===== config.mk =====
export PLATFORM = sky130hd
export DESIGN_NAME = read_level_detector
export DESIGN_NICKNAME = d
export VERILOG_FILES = /design/src/rtl/read_level_detector.sv
export SDC_FILE = /design/constraint.sdc
export NUM_CORES = 1
export LEC_CHECK = 0
export BUFFER_PORTS_ARGS = -buffer_cell sky130_fd_sc_hd__buf_2
export CORE_MARGIN = 2
export CORE_UTILIZATION = 58
export CTS_BUF_LIST = sky130_fd_sc_hd__clkbuf_16
export CTS_CLUSTER_SIZE = 25
export DETAILED_ROUTE_END_ITERATION = 16
export PLACE_DENSITY_LB_ADDON = 0.1
export RECOVER_POWER = 50
export SETUP_SLACK_MARGIN = 0.05
export SYNTH_ARGS = -nofsm -noshare
export SYNTH_HDL_FRONTEND = slang
export SYNTH_SLANG_ARGS = --single-unit

===== constraint.sdc =====
create_clock -name clk -period 6 [get_ports clk]
set_clock_uncertainty 0.05 [all_clocks]
set_input_delay 1.2 -clock clk [delete_from_list [all_inputs] [get_ports clk]]
set_output_delay 1.2 -clock clk [all_outputs]
set_load 0.01 [all_outputs]

===== src/rtl/read_level_detector.sv =====
// read_level_detector: slices distorted Q5.11 Vth into MLC levels, compares with the
// FIFO-aligned transmitted level, and accumulates per-frame cell/symbol/bit error counts.
module read_level_detector #(
  parameter logic signed [15:0] VREF1     = 16'sd2048,
  parameter logic signed [15:0] VREF2     = 16'sd5120,
  parameter logic signed [15:0] VREF3     = 16'sd8192,
  parameter logic        [31:0] FRAME_LEN = 32'd1024,
  parameter int                 FIFO_AW   = 4
) (
  input  logic               clk,
  input  logic               reset,
  input  logic               start,
  input  logic               sym_valid,
  input  logic [1:0]         sym_in,
  input  logic               volt_valid,
  input  logic signed [15:0] volt_in,
  output logic               det_valid,
  output logic [1:0]         det_sym,
  output logic               det_err,
  output logic [31:0]        cell_cnt,
  output logic [31:0]        sym_err_cnt,
  output logic [31:0]        bit_err_cnt,
  output logic               busy,
  output logic               done,
  output logic               fifo_ovf,
  output logic               fifo_udf
);
  typedef enum logic [1:0] {IDLE, RUN, DONE} state_t;
  localparam int DEPTH = 2 ** FIFO_AW;
  state_t state, nextState;
  logic [1:0] mem [DEPTH];
  logic [FIFO_AW-1:0] wrPtr, rdPtr;
  logic [FIFO_AW:0] count;
  logic [31:0] issueCnt;
  logic s1Valid;
  logic [1:0] s1Lvl, s1Tx, level;
  logic fifoEmpty, fifoFull, inFrame, accept, push, retire, lastRetire;

  // Distance between Gray codes L0=11, L1=10, L2=00, L3=01
  function automatic logic [1:0] bitErrs(input logic [1:0] a, input logic [1:0] b);
    return {1'b0, a[1] ^ b[1]} + {1'b0, a[1] ^ a[0] ^ b[1] ^ b[0]};
  endfunction

  function automatic logic [31:0] satAdd(input logic [31:0] a, input logic [1:0] b);
    logic [32:0] s;
    s = {1'b0, a} + {31'b0, b};
    return s[32] ? '1 : s[31:0];
  endfunction

  assign fifoEmpty  = count == '0;
  assign fifoFull   = count[FIFO_AW];
  assign inFrame    = state == RUN && !start && issueCnt < FRAME_LEN;
  assign accept     = volt_valid && inFrame && !fifoEmpty;
  assign push       = sym_valid && (!fifoFull || accept);
  assign retire     = s1Valid && state == RUN && !start;
  assign lastRetire = retire && cell_cnt == FRAME_LEN - 32'd1;
  assign level      = volt_in < VREF1 ? 2'd0 : volt_in < VREF2 ? 2'd1 : volt_in < VREF3 ? 2'd2 : 2'd3;
  assign busy       = state == RUN;
  assign done       = state == DONE;

  always_comb begin
    nextState = start ? RUN : lastRetire ? DONE : state;
  end

  always_ff @(posedge clk) begin
    if (push) mem[wrPtr] <= sym_in;
  end

  always_ff @(posedge clk or posedge reset) begin
    if (reset) begin
      state       <= IDLE;
      wrPtr       <= '0;
      rdPtr       <= '0;
      count       <= '0;
      issueCnt    <= '0;
      s1Valid     <= 1'b0;
      s1Lvl       <= '0;
      s1Tx        <= '0;
      det_valid   <= 1'b0;
      det_sym     <= '0;
      det_err     <= 1'b0;
      cell_cnt    <= '0;
      sym_err_cnt <= '0;
      bit_err_cnt <= '0;
      fifo_ovf    <= 1'b0;
      fifo_udf    <= 1'b0;
    end else begin
      state       <= nextState;
      wrPtr       <= wrPtr + {{(FIFO_AW-1){1'b0}}, push};
      rdPtr       <= rdPtr + {{(FIFO_AW-1){1'b0}}, accept};
      count       <= count + {{FIFO_AW{1'b0}}, push} - {{FIFO_AW{1'b0}}, accept};
      issueCnt    <= start ? '0 : issueCnt + {31'b0, accept};
      fifo_ovf    <= !start && (fifo_ovf || (sym_valid && fifoFull && !accept));
      fifo_udf    <= !start && (fifo_udf || (volt_valid && inFrame && fifoEmpty));
      s1Valid     <= accept;
      s1Lvl       <= accept ? level : s1Lvl;
      s1Tx        <= accept ? mem[rdPtr] : s1Tx;
      det_valid   <= retire;
      det_sym     <= retire ? s1Lvl : det_sym;
      det_err     <= retire ? s1Lvl != s1Tx : det_err;
      cell_cnt    <= start ? '0 : retire ? satAdd(cell_cnt, 2'd1) : cell_cnt;
      sym_err_cnt <= start ? '0 : retire ? satAdd(sym_err_cnt, {1'b0, s1Lvl != s1Tx}) : sym_err_cnt;
      bit_err_cnt <= start ? '0 : retire ? satAdd(bit_err_cnt, bitErrs(s1Tx, s1Lvl)) : bit_err_cnt;
    end
  end
endmodule

==> results of run 1 <==
==> worst max-delay path by stage <==
stage | end | slack [ns] | cells after the start | from
after floorplan | bit_err_cnt[0] | 0.60 | 1 | reset
after global placement | issueCnt[14] | 1.72 | 12 | start
after detailed placement | issueCnt[26] | 1.71 | 12 | start
after CTS | issueCnt[20] | 2.15 | 12 | start
after global routing | issueCnt[26] | 1.05 | 12 | start
final | issueCnt[20] | 1.55 | 12 | start
==> state kept, by name (all words and copies together), names as in the netlist, 4 cells and up <==
signal       count
cell_cnt        32
wrPtr            4
sym_err_cnt     32
count            5
bit_err_cnt     32
mem             32
issueCnt        32
rdPtr            4
==> routing by layer <==
layer  part of all wire (%)  up-vias  track usage (%)
li1                       -     3690                -
met1                     47     3715             35.3
met2                     47      175             38.9
met3                    4.3       25             4.79
met4                    1.7        0             6.33
met5                      0        -                0
==> area by class of cell <==
class / count / area (um^2)
fillers: 1333 / 5650
flip-flops and latches: 186 / 4810
multi-input cells: 673 / 4470
repair buffers: 121 / 485
clock buffers: 17 / 425
well taps: 220 / 275
clock inverters: 15 / 175
inverters: 28 / 110
==> placed cells by master (no fill, tap or decap), types with 14 or more instances in the layout <==
cell / count
nor2_1: 94
inv_1: 27
ha_1: 16
clkbuf_16: 17
a31oi_1: 23
xnor2_1: 43
edfxtp_1: 32
xor2_1: 14
a21oi_1: 34
and3_1: 31
o21ai_0: 21
nand3_1: 36
a211oi_1: 22
a311oi_1: 14
dfrtp_1: 154
nor4_1: 39
nor3_1: 59
nand2_1: 50
clkbuf_1: 104
and4_1: 26
nand4_1: 31
==> through the flow <==
stage / hold slack (ns) / setup slack, ns / total power (uW)
2_1_floorplan: 0.423 / 0.600 / 1900
3_3_place_gp: 0.435 / 1.72 / 2010
3_5_place_dp: 0.441 / 1.71 / 2040
4_1_cts: 0.460 / 2.15 / 3200
5_1_grt: 0.474 / 1.05 / 3320
6_report: 0.461 / 1.55 / 3160
==> worst max-delay path: stages <==
cell and delay (ns):
clkbuf_1 0.58, nor4b_1 0.47, nand4_1 0.25, nor2_1 0.15, buf_4 0.19, ha_1 0.22
ha_1 0.22, nand2_1 0.12, nor4_2 0.80, nand4_1 0.20, xor2_1 0.18, nor2_1 0.06
==> power by group through the flow <==
stage	clock network, uW	logic, uW	registers (uW)
2_1_floorplan	0	444	1460
3_3_place_gp	0	496	1520
3_5_place_dp	0	517	1520
4_1_cts	1170	522	1500
5_1_grt	1230	573	1520
6_report	1150	508	1500
==> kinds of logic after synthesis <==
logic type | Yosys count
xor+xnor | 57
mux | 22
simple gates | 430
buf+inv | 75
compound gates | 146
flops | 186
fa+ha+maj | 18
==> flow_summary_export.csv, run 1 <==
group,metric,value,unit
layout,final_layout_size_suffix_gt1_share,8.17,%
yosys,ys_seq_area_share,50.0,%
yosys,async_flop_share,82.8,%
floorplan,die_w,133,um
job,drv_cap,2,
layout,final_area,10800,um^2
placed_design,portBuffers,116,
yosys,synth_area_leaders,"dfrtp_1 40%, edfxtp_1 10%, xnor2_1 3.9%, nor2_1 3.7%, nor3_1 3.1%",
placed_design,dp_cells,1228,
detailed_routing,routed_wl,21300,um
setup_path,critPathKind,"in -> reg",
floorplan,placementRows,47,
outcome,status,"finished, violations left",
floorplan,start_util,58.7,%
timing,hold_viol,0,
setup_path,rrSetupSlack,2.43,ns
setup_path,timing.rr.start,"state[0]",
pwr,p_seq_share,47.5,%
yosys,synth_nets,975,
detailed_routing,vias_per_cell,6.04,
cts,cts-root-buf,"clkbuf_16",
yosys,synth_cells,934,
setup_path,cp.arrival,4.66,ns
yosys,ys_seq_elements,186,
yosys,synth_common_cells,"154 x dfrtp_1, 94 x nor2_1, 59 x nor3_1",
yosys,synth.distinct_cells,58,
detailed_routing,first_pass_iters,5,
yosys,avgSynthCellArea,10.3,um^2
cts,cts-buffers-inserted,17,
yosys,synthFlopType,"dfrtp_1",
cts,clock_latency,0.43,ns
min_path,whs_endpoint,"fifo_ovf",
setup_path,required,6.20,ns
min_path,worstHoldStart,"fifo_ovf",
layout,area_growth,11.7,%
layout,antennaDiodeCount,0,
timing,finalSetupViolations,0,
min_path,hp-class,"reg -> reg",
grt,grt_max_degree,101,
yosys,yosys.area.top_type,"dfrtp_1",
outcome,violations,"capacitance limit, slew limit",
cts,clk_path_buf_depth,2,
pwr,p_int,2240,uW
pwr,clkPwrFrac,36.5,%
layout,post-route-util,65.6,%
timing,drv_slew,137,
setup_path,cp-end-kind,"flip-flop",
placed_design,dp_hpwl,14200,um
cts,htreeDepth,4,
yosys,synthDominantCellAreaShare,40.0,%
pwr,switchingPower,912,uW
yosys,synthSimpleGateAreaFrac,25.5,%
layout,finalNetCount,1068,
yosys,synth-compound-area-share,9.84,%
setup_path,worstSetupStartpointType,"input port",
yosys,synthAdderAreaFrac,2.49,%
placed_design,placed_area,10300,um^2
cts,hold_buffers,0,
yosys,synth_mux_area_share,3.40,%
timing,period_needed,4.45,ns
timing,tns,0,ns
yosys,yosysMostFrequentCell,"dfrtp_1",
grt,grt_pass1_vias,6999,
cts,cts-resized-gates,0,
cts,cts_setup_buffers,0,
grt,grt_overflow,0,
layout,final_cells,1260,
yosys,yosysWarnings,0,
floorplan,design.portCount,127,
yosys,synth_edf_count,32,
pwr,combinationalPowerShare,16.1,%
setup_path,path_max_fanout,35,
pwr,p_leak,0.00423,uW
timing,fmax,0.224,GHz
yosys,synth-xor-area-share,5.18,%
pwr,swShare,28.9,%
timing,worstMarginPinSlew,2.10,ns
pwr,ir_drop,0.273,mV
timing,max_slew_margin,-40.1,%
yosys,synth_top_family_by_area,"simple AND/OR/NAND/NOR gates",
detailed_routing,post_drt_wl_per_cell,16.9,um
floorplan,fp.coreArea,16400,um^2
detailed_routing,drt_iter0_drc,498,
cts,path_clk_slew,0.07,ns
timing,rsz0062_at_grt,"no",
setup_path,reg2reg_depth,12,
timing,fin_crit_sh,74.2,%
detailed_routing,antenna_left,0,
min_path,hold_path_depth,2,
cts,cts.sinks,186,
grt,antenna_found_initial,0,
cts,cts_tree,"built",
pwr,p_per_area,293,nW/um^2
detailed_routing,vias,7605,
floorplan,dieArea,17700,um^2
yosys,synth_area,9630,um^2
grt,grt_util_all_layers,24.6,%
placed_design,gp_congestion,0.845,
floorplan,fp.dieH,133,um
detailed_routing,drc_errors,0,
setup_path,r2r-end,"issueCnt[20]",
grt,grt_pass1_wl,35300,um
Note: power is estimated with default switching activity, not from simulation.
==> run 2, diff against run 1 <==
- clock period: 6 -> 4.1 ns (I/O delays scaled with it)
==> flow_summary_export.csv, run 2 (same netlist as run 1, synthesis figures left out) <==
group,metric,value,unit
setup_path,rrSetupSlack,0.62,ns
outcome,violations,"capacitance limit, slew limit",
timing,fmax,0.288,GHz
layout,area_growth,13.1,%
timing,hold_viol,0,
floorplan,start_util,58.7,%
timing,tns,0,ns
detailed_routing,drc_errors,0,
grt,use_met3,4.48,%
cts,cts.sinks,186,
layout,antennaDiodeCount,0,
cts,path_clk_slew,0.07,ns
timing,max_slew_margin,-6.52,%
grt,grt_pass1_wl,36100,um
min_path,hp-class,"reg -> reg",
floorplan,fp.dieH,133,um
pwr,p_total,4640,uW
placed_design,portBuffers,116,
floorplan,design.portCount,127,
floorplan,die_w,133,um
setup_path,path_max_fanout,15,
grt,met2_usage,39.6,%
timing,setup_slack,0.624,ns
layout,final_cells,1267,
timing,worstMarginPinSlew,1.59,ns
detailed_routing,drt_iter0_drc,593,
placed_design,pre_cts_ws,0.577,ns
timing,fin_crit_sh,84.8,%
timing,period_needed,3.48,ns
cts,htreeDepth,4,
detailed_routing,vias,7749,
pwr,p_leak,0.00450,uW
cts,clk_path_buf_depth,2,
layout,final_layout_size_suffix_gt1_share,13.8,%
detailed_routing,antenna_left,0,
pwr,p_per_area,426,nW/um^2
cts,cts-resized-gates,0,
cts,cts_tree,"built",
timing,finalSetupViolations,0,
detailed_routing,routed_wl,21700,um
detailed_routing,first_pass_iters,5,
timing,drv_slew,34,
cts,cts-buffers-inserted,17,
job,drv_cap,1,
outcome,status,"finished, violations left",
cts,hold_buffers,0,
pwr,ir_drop,0.406,mV
grt,grt_max_degree,74,
floorplan,dieArea,17700,um^2
layout,finalNetCount,1075,
setup_path,cp-end-kind,"flip-flop",
setup_path,cp.arrival,3.72,ns
setup_path,worstSetupStartpointType,"flip-flop",
placed_design,dp_hpwl,14600,um
grt,antenna_found_initial,0,
detailed_routing,vias_per_cell,6.12,
grt,grt_pass1_vias,7076,
setup_path,critPathKind,"reg -> reg",
grt,grt_util_all_layers,25.1,%
floorplan,fp.coreArea,16400,um^2
grt,grt_overflow,0,
grt,use_met1,36.0,%
layout,final_common_cell,"dfrtp_1",
layout,final_cell_mix,"154 x dfrtp_1, 94 x nor2_1, 65 x buf_2",
timing,rsz0062_at_grt,"no",
cts,cts-root-buf,"clkbuf_16",
detailed_routing,post_drt_wl_per_cell,17.2,um
cts,clock_latency,0.44,ns
setup_path,required,4.34,ns
cts,cts_setup_buffers,0,
floorplan,placementRows,47,
grt,top_usage_layer,"met2",
placed_design,gp_congestion,0.843,
placed_design,dp_cells,1235,
-- run 2: area by class of cell --
class | count | area [um^2]
clock inverters | 15 | 195
repair buffers | 128 | 609
fillers | 1341 | 5510
clock buffers | 17 | 425
well taps | 220 | 275
flip-flops and latches | 186 | 4810
inverters | 28 | 106
multi-input cells | 673 | 4470
-- run 2: power breakdown --
part           internal, uW  total (uW)  switching (uW)
sequential             2010        2190             174
combinational           351         745             394
clock                   888        1710             817
-- run 2: worst paths after layout --
kind	startpoint	to	depth (start not counted)
worst max-delay path	state[0]	issueCnt[19]	10
worst min-delay path	det_sym[1]	det_sym[1]	1
worst max register to register	state[0]	issueCnt[19]	10
worst min register to register	det_sym[1]	det_sym[1]	1
max in group asynchronous	reset	issueCnt[16]	3
min in group asynchronous	reset	sym_err_cnt[11]	2
-- run 2: worst max-delay path, stage by stage (launching register included) --
cell	delay, ns
dfrtp_1	0.41
nor2b_1	0.37
and4_1	0.27
nand4_1	0.17
nor2_1	0.15
clkbuf_1	0.35
ha_1	0.30
nand4_1	0.52
nor4_1	0.49
xnor2_1	0.18
nor2_1	0.07
-- run 2: layer usage --
metal,routed length [um],part of all wire (%)
met5,0,0
met4,329,1.5
met3,1060,4.9
met2,10300,47
met1,10100,46
-- run 2: metrics by stage --
stage / cell area (um^2) / hold WS, ns / util [%]
6_report: 10900 / 0.465 / 66.4
5_1_grt: 10900 / 0.488 / 66.4
4_1_cts: 11000 / 0.466 / 67.0
3_5_place_dp: 10400 / 0.444 / 63.2
3_3_place_gp: 10400 / 0.436 / 63.2
2_1_floorplan: 9640 / 0.423 / -
